## src/rtl/raster_pkg.sv

```systemverilog
// rtl/raster_pkg.sv - state encoding and sizing helpers for raster_stream_tx
package raster_pkg;

  typedef enum logic [1:0] {
    IDLE   = 2'd0,
    ACTIVE = 2'd1,
    HBLANK = 2'd2,
    VBLANK = 2'd3
  } raster_state_e;

  function automatic int frame_period(input int width_line, input int height,
                                      input int h_blank, input int v_blank);
    return (width_line + h_blank) * (height + v_blank);
  endfunction

  // hcnt is shared by the active, hblank and vblank phases, so it is sized for the longest one
  function automatic int cnt_width(input int a, input int b, input int c);
    int m;
    m = (a > b) ? a : b;
    if (c > m) m = c;
    return (m > 1) ? $clog2(m) : 1;
  endfunction

endpackage

```

## src/rtl/raster_counter.sv

```systemverilog
// rtl/raster_counter.sv - saturating terminal-count counter with clear, enable and done
module raster_counter #(
  parameter int WIDTH = 8
) (
  input  logic             clk,
  input  logic             reset_n,
  input  logic             clr,
  input  logic             en,
  input  logic [WIDTH-1:0] last,
  output logic [WIDTH-1:0] count,
  output logic             done
);

  assign done = (count == last);

  always_ff @(posedge clk or negedge reset_n) begin
    if (!reset_n)         count <= '0;
    else if (clr)         count <= '0;
    else if (en && !done) count <= count + 1'b1;
  end

endmodule

```

## src/rtl/raster_stream_tx.sv

```systemverilog
// rtl/raster_stream_tx.sv - timed de/hs/vs raster transmitter fed by a valid/ready pixel source
// Build option RASTER_TEST_PATTERN_EN: underflow slots carry a hcnt pattern instead of zero.
module raster_stream_tx
  import raster_pkg::*;
#(
  parameter int IMG_WIDTH_DATA = 24,
  parameter int IMG_WIDTH_LINE = 800,
  parameter int IMG_HEIGHT     = 600,
  parameter int H_BLANK        = 160,
  parameter int V_BLANK        = 45
) (
  input  logic                      clk,
  input  logic                      reset_n,
  input  logic                      i_start,
  input  logic                      s_valid,
  input  logic [IMG_WIDTH_DATA-1:0] s_data,
  output logic                      s_ready,
  output logic                      o_de,
  output logic [IMG_WIDTH_DATA-1:0] o_data,
  output logic                      o_hs,
  output logic                      o_vs,
  output logic                      o_frame_done,
  output logic                      o_underflow
);

  localparam int V_SPAN = V_BLANK * (IMG_WIDTH_LINE + H_BLANK);
  localparam int HW     = cnt_width(IMG_WIDTH_LINE, H_BLANK, V_SPAN);
  localparam int VW     = (IMG_HEIGHT > 1) ? $clog2(IMG_HEIGHT) : 1;

  localparam logic [1:0] S_IDLE   = IDLE;
  localparam logic [1:0] S_ACTIVE = ACTIVE;
  localparam logic [1:0] S_HBLANK = HBLANK;
  localparam logic [1:0] S_VBLANK = VBLANK;

  logic [1:0]                state, state_nx;
  logic [HW-1:0]             hcnt, h_last;
  logic [VW-1:0]             vcnt;
  logic                      h_done, v_done;
  logic [IMG_WIDTH_DATA-1:0] fill;

  always_comb begin
    h_last = '0;
    case (state)
      S_ACTIVE: h_last = HW'(IMG_WIDTH_LINE - 1);
      S_HBLANK: h_last = HW'(H_BLANK - 1);
      S_VBLANK: h_last = HW'(V_SPAN - 1);
      default:  h_last = '0;
    endcase
  end

  // hcnt restarts on every phase change; vcnt restarts when the frame enters vblank
  raster_counter #(.WIDTH(HW)) u_hcnt (
    .clk     (clk),
    .reset_n (reset_n),
    .clr     ((state == S_IDLE) || h_done),
    .en      (1'b1),
    .last    (h_last),
    .count   (hcnt),
    .done    (h_done)
  );

  raster_counter #(.WIDTH(VW)) u_vcnt (
    .clk     (clk),
    .reset_n (reset_n),
    .clr     ((state == S_IDLE) || ((state == S_HBLANK) && h_done && v_done)),
    .en      ((state == S_HBLANK) && h_done),
    .last    (VW'(IMG_HEIGHT - 1)),
    .count   (vcnt),
    .done    (v_done)
  );

`ifdef RASTER_TEST_PATTERN_EN
  logic [7:0] pat;
  assign pat = 8'(hcnt);
  always_comb begin
    fill = '0;
    for (int i = 0; i < IMG_WIDTH_DATA; i++) fill[i] = pat[3'(i)];
  end
`else
  assign fill = '0;
`endif

  always_comb begin
    state_nx = state;
    case (state)
      S_IDLE:   if (i_start) state_nx = S_ACTIVE;
      S_ACTIVE: if (h_done) state_nx = S_HBLANK;
      S_HBLANK: if (h_done) state_nx = (vcnt < VW'(IMG_HEIGHT - 1)) ? S_ACTIVE : S_VBLANK;
      S_VBLANK: if (h_done) state_nx = i_start ? S_ACTIVE : S_IDLE;
      default:  state_nx = S_IDLE;
    endcase
  end

  assign s_ready = (state == S_ACTIVE);

  // every active cycle is a pixel slot; a missing pixel is filled rather than stretching the line
  always_ff @(posedge clk or negedge reset_n) begin
    if (!reset_n) begin
      state        <= S_IDLE;
      o_de         <= 1'b0;
      o_data       <= '0;
      o_hs         <= 1'b0;
      o_vs         <= 1'b0;
      o_frame_done <= 1'b0;
      o_underflow  <= 1'b0;
    end else begin
      state        <= state_nx;
      o_de         <= s_ready;
      o_data       <= s_ready ? (s_valid ? s_data : fill) : '0;
      o_hs         <= (state == S_HBLANK) && (hcnt == '0);
      o_vs         <= (state == S_VBLANK);
      o_frame_done <= (state == S_VBLANK) && h_done;
      if (s_ready && !s_valid) o_underflow <= 1'b1;
    end
  end

endmodule

```

## config.mk

```make
export PLATFORM = sky130hd
export DESIGN_NAME = raster_stream_tx
export DESIGN_NICKNAME = d
export VERILOG_FILES = /design/src/rtl/raster_pkg.sv /design/src/rtl/raster_counter.sv /design/src/rtl/raster_stream_tx.sv
export SDC_FILE = /design/constraint.sdc
export NUM_CORES = 1
export LEC_CHECK = 0
export ABC_CLOCK_PERIOD_IN_PS = 4100
export CORE_ASPECT_RATIO = 2
export CORE_MARGIN = 3
export CORE_UTILIZATION = 63
export CTS_CLUSTER_DIAMETER = 60
export DETAILED_ROUTE_END_ITERATION = 6
export DONT_BUFFER_PORTS = 1
export GPL_ROUTABILITY_DRIVEN = 0
export GPL_TIMING_DRIVEN = 0
export PLACE_DENSITY = 0.79
export SETUP_SLACK_MARGIN = 0.5
export SYNTH_ARGS = -nofsm -noshare
export SYNTH_HDL_FRONTEND = slang
export SYNTH_HIERARCHICAL = 1
export SYNTH_SLANG_ARGS = --single-unit
```

## constraint.sdc

```tcl
create_clock -name clk -period 4.1 [get_ports clk]
set_clock_uncertainty 0.1 [all_clocks]
set_input_delay 0.41 -clock clk [delete_from_list [all_inputs] [get_ports clk]]
set_output_delay 0.41 -clock clk [all_outputs]
set_load 0.1 [all_outputs]
```

; ---- Word level (Yosys, flattened, before mapping)
; Index checks and enable logic that the tools add are counted.
; W data, S select, Z words.
[word_totals]
regBits = 57
latch_bits = 0
ramBits = 0
romBits = 0
inputBits = 28
out_inout_bits = 30
word_cells = 50
mem_count = 0
[op_classes]
n_addsub = 2
multipliers = 0
div_mod_pow = 0
magnitude_cmp = 1
n_eq_ne = 10
shifts = 0
mux = 14
n_bitwise = 0
reduce_logical = 14
[op_table]
columns = operator, count
row1 = $mux W24, 2
row2 = $pmux W16 S3, 1
row3 = $mux W16, 2
row4 = $mux W10, 2
row5 = $add A16 B1 Y16 const B, 1
row6 = $eq A16 B16 Y1, 1
row7 = $logic_not A16 Y1, 1
row8 = $add A10 B1 Y10 const B, 1
row9 = $eq A10 B10 Y1 const B, 1
row10 = $lt A10 B10 Y1 const B, 1
row11 = $mux W2, 5
row12 = $pmux W2 S4, 1
row13 = $logic_and A1 B1 Y1, 6
row14 = $ne A2 B2 Y1 const B, 3
row15 = $eq A2 B2 Y1 const B, 2
row16 = $ne A2 B1 Y1 const B, 2
row17 = $reduce_and A4 Y1, 1
row18 = $eq A2 B1 Y1 const B, 1
row19 = $logic_not A1 Y1, 2
row20 = $logic_not A2 Y1, 1
row21 = $logic_or A1 B1 Y1, 2
row22 = $reduce_bool A2 Y1, 1
row23 = $mux W1, 1

; ---- Logic depth before layout (Yosys ltp)
; Gate-level depths: netlist (run 1).
[logic_depth]
word_depth = 7
ltp_mapped = 14
depth_no_buf = 11

; ---- Cells and area by module
; Netlist (run 1), hierarchy kept.
[by_module_without_submodules]
columns = module, instances, cells_each, area_per_inst_um2, seq_area_each_um2
row1 = raster_stream_tx, 1, 95, 1184.9, 775.7
row2 = raster_counter (u_hcnt), 1, 117, 1086.0, 400.4
row3 = raster_counter (u_vcnt), 1, 71, 668.1, 250.2

; ---- Worst setup path before layout (run 1)
; OpenSTA, ideal clock, no wires.
[synth_timing]
kind = flip-flop to flip-flop
from = reg state[1]
to = reg u_vcnt.count[9]
setup_time_ns = 0.078
arrival_ns = 3.026
t_required_ns = 3.922
slack_ns = 0.896
stages_incl_launch_ff = 15
path_buffers = 3
period_less_slack_ns = 3.204
path_cell_list = dfrtp_1 > buf_4 > nor2_1 > inv_1 > xnor2_1 > nand4_1 > nor4_4 > buf_6 > buf_6 > and3b_1 > nand3_1 > nor3_1 > nand2_1 > or4_1 > a21oi_1
[synth_between]
elab_chain_cells = 7
elab_cells_between_ends = 12
classes_between = eq/ne: 4 / mux: 2 / reduce/logical: 6
[synth_lines]
columns = item, line
row1 = start: declaration, raster_stream_tx.sv:35  ; logic [1:0] state, state_nx;
row2 = start signal: assignment, raster_stream_tx.sv:107  ; state <= state_nx;
row3 = $eq A2 B2 Y1 / $eq A2 B1 Y1 (equally long branches), raster_stream_tx.sv:43  ; case (state)
row4 = $pmux W16 S3 (*), raster_stream_tx.sv:43
row5 = via h_last[0], raster_stream_tx.sv:36  ; logic [HW-1:0] hcnt, h_last;
row6 = $eq A16 B16 Y1 (*), raster_counter.sv:14  ; assign done = (count == last);
row7 = via h_done, raster_stream_tx.sv:38  ; logic h_done, v_done;
row8 = $logic_and A1 B1 Y1 (*), "raster_stream_tx.sv:65, raster_stream_tx.sv:66"
row9 = $logic_and A1 B1 Y1, raster_stream_tx.sv:65  ; .clr ((state == S_IDLE) || ((state == S_HBLANK) && h_done && v_done)),
row10 = $logic_or A1 B1 Y1, raster_stream_tx.sv:65
row11 = $mux W10 / $reduce_bool A2 Y1 (equally long branches), --
row12 = end signal: assignment, raster_counter.sv:19  ; else if (en && !done) count <= count + 1'b1;
row13 = end: declaration, raster_counter.sv:10  ; output logic [WIDTH-1:0] count,
; Mark *: on every way through the listed nets, which the timed path passes. The rest lies on a longest branch.
; A chain may end at the register's enable or synchronous reset.

; ---- Worst setup path in the final report (run 1)
[layout_timing]
from = reg state[1]
to = reg u_vcnt.count[3]
; Same word-level chain as after synthesis.

==> results of run 1 <==
## power by group through the flow
stage	Clock, mW	Combinational (mW)	Sequential, mW
after floorplan	0	0.123	0.766
after global placement	0	0.141	0.781
after detailed placement	0	0.148	0.782
after CTS	0.555	0.164	0.771
after global routing	0.582	0.187	0.776
final	0.545	0.165	0.771
## flip-flops by register name (all words and copies together), names as in the netlist
name,flops
o_vs,1
o_underflow,1
u_hcnt/count,16
o_de,1
o_hs,1
u_vcnt/count,10
o_data,24
o_frame_done,1
state,2
## layer usage
layer  vias to the layer above  global-route usage, %  part of all wire [%]
li1                       1068                      -                     -
met1                      1093                   27.2                    35
met2                        81                   48.5                    56
met3                        26                   7.09                   4.9
met4                         0                   15.0                   3.6
met5                         -                      0                     0
## per-stage QoR
stage	hold slack [ps]	setup slack [ps]	area (µm²)	total power, mW	cells
2_1_floorplan	14.4	896	3010	0.889	301
3_3_place_gp	15.6	308	3070	0.922	355
3_5_place_dp	15.7	254	3070	0.930	355
4_1_cts	109	547	3330	1.49	374
5_1_grt	108	506	3340	1.54	374
6_report	127	705	3340	1.48	374
## worst max-delay path: stages (launching register included)
cell	delay [ps]
dfrtp_1	400
buf_4	180
nor2_4	160
inv_2	100
xnor2_1	150
nand4_1	170
nor4_4	350
buf_6	190
buf_6	180
and3b_2	270
a21o_1	200
clkbuf_1	400
nor2_1	90
mux2_1	300
## final timing paths
kind / from / end / slack [ps] / depth (start not counted)
setup / recovery: state[1] / u_vcnt/count[3] / 700 / 13
hold / removal: s_valid / o_data[23] / 130 / 1
setup reg to reg: state[1] / u_vcnt/count[3] / 700 / 13
hold reg to reg: u_hcnt/count[0] / o_hs / 470 / 1
max in group asynchronous: reset_n / u_vcnt/count[3] / 3150 / 2
min in group asynchronous: reset_n / u_hcnt/count[1] / 510 / 2
## kinds of logic after synthesis
logic type / after synthesis
adders and majority gates: 2
DFF: 57
and+or+nand+nor: 127
AOI/OAI and AO/OA: 38
xor gates and xnor gates: 27
other: 2
buffers and inverters: 19
muxes: 11
## cells in the final DEF (no fill, tap or decap), types with 8 or more instances in the layout
master    synthesis  layout
a21oi_1          15      15
and3_1           25      25
clkbuf_8          0       9
conb_1            2      20
dfrtp_1          57      57
mux2_2           10      10
nand2_1          13      13
nand4_1           9       9
nor2_1           19      18
nor2b_1          12      12
or4_1             8       8
xnor2_1          25      25
## layout make-up
type	instances	area (µm²)
tap	54	67.6
sequential	57	1430
timing repair buffer	3	45.0
inverter	6	22.5
fill	326	1080
clock inverter	7	83.8
multi-input combinational	225	1490
clock buffer	9	124
buffer	13	83.8
## timing repair
action | in CTS | in global routing
hold buffers | 2 | 0
endpoints found under the hold margin | 57 | 0
gates resized for setup | 1 | 4
endpoints found under the setup margin | 9 | 6
pin swaps | 1 | 1
setup buffers | 1 | 0
## Yosys cell counts (2+ instances only)
cell type	instances
nand2_1	13
or3_1	5
a21o_1	2
nor2b_1	12
xnor2_1	25
nor3_1	3
mux2_2	10
nor4_1	7
nand3_1	8
buf_6	4
o31ai_1	7
clkbuf_1	7
dfrtp_1	57
nor4_4	2
inv_1	6
nor4b_1	2
a21oi_1	15
or4_1	8
nor2_1	19
nand4_1	9
o21ai_0	7
o21ai_1	2
or4b_1	2
xor2_1	2
and3b_1	2
conb_1	2
and3_1	25
nand3b_1	2
ha_1	2
and2_1	2
==> flow_summary.toml, run 1 <==
[timing]
finalSetupTns_ps = 0
period_minus_slack_ps = 3400
period_share_pct = 82.8
slew_violations = 0
worst_slew_pin_slew_ps = 916
setup_viol_count_final = 0
max_slew_margin_pct = 39.0
max_freq_ghz = 0.295
rsz0062_at_grt = "false"
hold_violations = 0

[floorplan]
die_w_um = 54.3
dieArea_mm2 = 0.00557
initial_core_util_pct = 66.4
floorplan.die.height_um = 103
num_io_pins = 58
core-area_mm2 = 0.00442
num_rows = 34

[setup_path]
crit_required_ps = 4210
cp-start-kind = "flip-flop"
worstSetupEndpointType = "flip-flop"
cp_max_fo = 16
arrival_ps = 3500
crit_type = "flip-flop to flip-flop"

[power]
power.density_mw_per_mm2 = 443
p_leak_nw = 1.49
clkPwrFrac_pct = 36.8
intPower_mw = 0.958
combPwrFrac_pct = 11.1
p_sw_mw = 0.522
seq_power_share_pct = 52.1
vdd_ir_drop_max_mv = 0.504
swShare_pct = 35.3

[grt]
grt_pass1_wl_mm = 10.9
grt_overflow = 0
grt_max_degree = 58
grt.total_usage_pct = 27.2
first_global_vias = 2322
antenna_found_initial = 0

[synthesis]
synth_top_family_by_area = "simple AND/OR/NAND/NOR gates"
synth-seq-cells = 57
yosys.area_share.simple_pct = 26.6
async_reset_ff_share_pct = 100
synthMuxAreaShare_pct = 4.21
synthTopCellsByArea = "dfrtp_1 (49%), xnor2_1 (7.4%), and3_1 (5.3%)"
synth_compound_area_share_pct = 7.92
syn_area_mm2 = 0.00294
synthAdderAreaFrac_pct = 0.851
syn-mean-instance-area_um2 = 10.4
synthXorXnorAreaFrac_pct = 8.05
seq_area_frac_synth_pct = 48.5
synth_edf_count = 0
syn_inst = 283
yosysTopAreaCellShare_pct = 48.5
ys.flop_type = "dfrtp_1"
ys_warn_count = 6
yosysTopAreaCell = "dfrtp_1"
netlist-cell-type-count = 44

[job]
maxCapViolCount = 0

[worst_hold_path]
min_path_type = "input pin to flip-flop"

[finish]
diodes = 0
drive_gt1_share_pct = 13.8
final_util_pct = 75.5
fin_nets = 345
area_growth_pct = 13.7

[routing]
vias_per_cell = 6.06
drc = 0
final_antenna_net_count = 0
firstDrtPassIters = 4
wire_per_inst_um = 18.2
via_count = 2268
wl_mm = 6.80
drtIter0Drc = 92

[clock_network]
cts_buffers = 9
clkTransAtPathRegs_ps = 70
cts_buffer_depth = 2
cts_tree = "done"
clk_latency_ps = 330
htreeDepth = 3
clock_sinks = 57
root_buffer = "clkbuf_8"

[outcome]
outcome = "finished, final reports clean"

[placed_design]
hpwlAfterDp_mm = 4.80
port_buffers = 0
Power figures use the tool's default switching activity.
==> run 2, diff against run 1 <==
ABC_CLOCK_PERIOD_IN_PS = 2800   (was 4100)
CORE_UTILIZATION = 57   (was 63)
PLACE_DENSITY = 0.75   (was 0.79)
clock period = 2.8 ns   (was 4.1 ns; I/O delays follow)
==> run 2 against run 1 <==
Against the previous run: the flow now finishes with violations (negative setup slack); global-route usage increased by 1.5 points; sequential power increased by 48%; routed wire length increased by 23%; critical path type unchanged; critical endpoint is now u_vcnt/count[8]; highest routed layer unchanged.
==> flow_summary.toml, run 2 (synthesis results as in run 1) <==
[timing]
rsz0062_at_grt = "true"
period_minus_slack_ps = 3120
hold_violations = 0
max_slew_margin_pct = 38.1
setup_viol_count_final = 10
setup_ws_ps = -318
period_share_pct = 111
worst_slew_pin_slew_ps = 928
max_freq_ghz = 0.321
slew_violations = 0

[routing]
wl_mm = 8.35
drc = 0
vias_per_cell = 6.08
via_count = 2525
final_antenna_net_count = 0
drtIter0Drc = 173
wire_per_inst_um = 20.1
firstDrtPassIters = 4

[setup_path]
crit_required_ps = 2970
crit_type = "flip-flop to flip-flop"
cp_max_fo = 5
cp-start-kind = "flip-flop"
regToRegSetupSlack_ps = -320
crit_end = "u_vcnt/count[8]"
worstReg2RegStart = "state[1]"
reg2reg_to = "u_vcnt/count[8]"
r2r_cells = 15
arrival_ps = 3290
critPathLaunch = "state[1]"
worstSetupEndpointType = "flip-flop"

[finish]
instances_no_fill = 415
finalInstanceArea_mm2 = 0.00387
final_util_pct = 78.8
mostFrequentLayoutCell = "dfrtp_1"
fin_nets = 385
largest_reg_flops = 24
area_growth_pct = 31.7
top_register = "o_data"
diodes = 0
drive_gt1_share_pct = 24.0
top_regs = "o_data x24, u_hcnt/count x16, u_vcnt/count x10"
final_cell_mix = "dfrtp_1 (57), and3_1 (25), buf_4 (21)"

[job]
maxCapViolCount = 0

[floorplan]
initial_core_util_pct = 59.9
floorplan.die.height_um = 108
dieArea_mm2 = 0.00611
num_io_pins = 58
core-area_mm2 = 0.00491
die_w_um = 56.8
num_rows = 36

[placed_design]
placed_area_mm2 = 0.00314
hpwlAfterDp_mm = 4.86
port_buffers = 0
dp_cells = 358

[grt]
grt.total_usage_pct = 28.7
antenna_found_initial = 0
first_global_vias = 2708
grt_overflow = 0
grt_max_degree = 58
grt_pass1_wl_mm = 13.3

[clock_network]
cts_buffers = 9
clkTransAtPathRegs_ps = 60
htreeDepth = 3
root_buffer = "clkbuf_8"
cts_tree = "done"
cts_buffer_depth = 2
clk_latency_ps = 340
clock_sinks = 57

[outcome]
violations = "negative setup slack"
outcome = "finished, violations left"

[power]
p_sw_mw = 0.745
intPower_mw = 1.57
power.density_mw_per_mm2 = 599
swShare_pct = 32.2
vdd_ir_drop_max_mv = 0.701
combPwrFrac_pct = 13.7
p_leak_nw = 1.77
seq_power_share_pct = 49.1
clkPwrFrac_pct = 37.3

[worst_hold_path]
min_path_type = "input pin to flip-flop"
-- run 2: cell count changes in the layout (fill, tap and decap cells not counted), sizes merged --
cell | before | now
clkinvlp | 1 | 0
bufinv | 1 | 2
buf | 8 | 29
dlygate4sd3 | 1 | 19
inv | 10 | 6
clkbuf | 16 | 19
-- run 2: metal layers --
layer,routed length (µm),track usage [%]
met1,2800,29.8
met5,0,0
met3,450,6.48
met2,4750,51.0
met4,353,17.4
-- run 2: per-stage QoR --
step	setup slack (ps)	power (mW)	hold slack [ps]	setup TNS, ps
floorplan	-105	1.31	-116	-192
global placement	-543	1.36	-114	-4080
detailed placement	-633	1.37	-114	-5170
CTS	-131	2.28	0.329	-436
global route	-441	2.39	6.83	-3470
finish	-318	2.32	11.4	-1880
-- run 2: worst min path at each step --
| stage | startpoint | endpoint | cells after the start | slack, ps |
|---|---|---|---|---|
| 2_1_floorplan | reset_n | o_data[0] | 0 | -120 |
| 3_3_place_gp | reset_n | u_hcnt/count[3] | 0 | -110 |
| 3_5_place_dp | reset_n | u_hcnt/count[3] | 0 | -110 |
| 4_1_cts | s_data[7] | o_data[7] | 1 | 0.3 |
| 5_1_grt | s_data[0] | o_data[0] | 1 | 7 |
| 6_report | s_data[14] | o_data[14] | 1 | 10 |
-- run 2: critical path: stages (launching register included) --
cell and delay (ps):
dfrtp_1 400, buf_6 150, nor2_4 110, inv_4 80, xnor2_2 140, nand4_1 220
nor4_4 310, buf_6 170, buf_12 90, and3b_2 200, buf_4 120, nand2_4 60
nor2_2 90, nand3_1 100, or4_1 570, a21oi_2 130
-- run 2: final cells by class --
type	count	area, µm²
inverter	6	25.0
tap	57	71.3
sequential	57	1430
buffer	13	129
timing repair buffer	43	398
fill	299	1040
clock inverter	3	65.1
multi-input combinational	225	1610
clock buffer	11	151
-- run 2: power groups by stage --
stage / Clock (mW) / Sequential [mW] / Combinational [mW]
finish: 0.864 / 1.14 / 0.317
global route: 0.905 / 1.14 / 0.346
CTS: 0.863 / 1.13 / 0.288
detailed placement: 0 / 1.14 / 0.227
global placement: 0 / 1.14 / 0.216
floorplan: 0 / 1.12 / 0.191
-- run 2: what timing repair did --
item / in CTS / in global routing
endpoints found under the hold margin: 76 / 0
hold buffers: 20 / 0
pin swaps: 15 / 9
setup buffers: 18 / 5
gates resized for setup: 15 / 12
endpoints found under the setup margin: 29 / 30
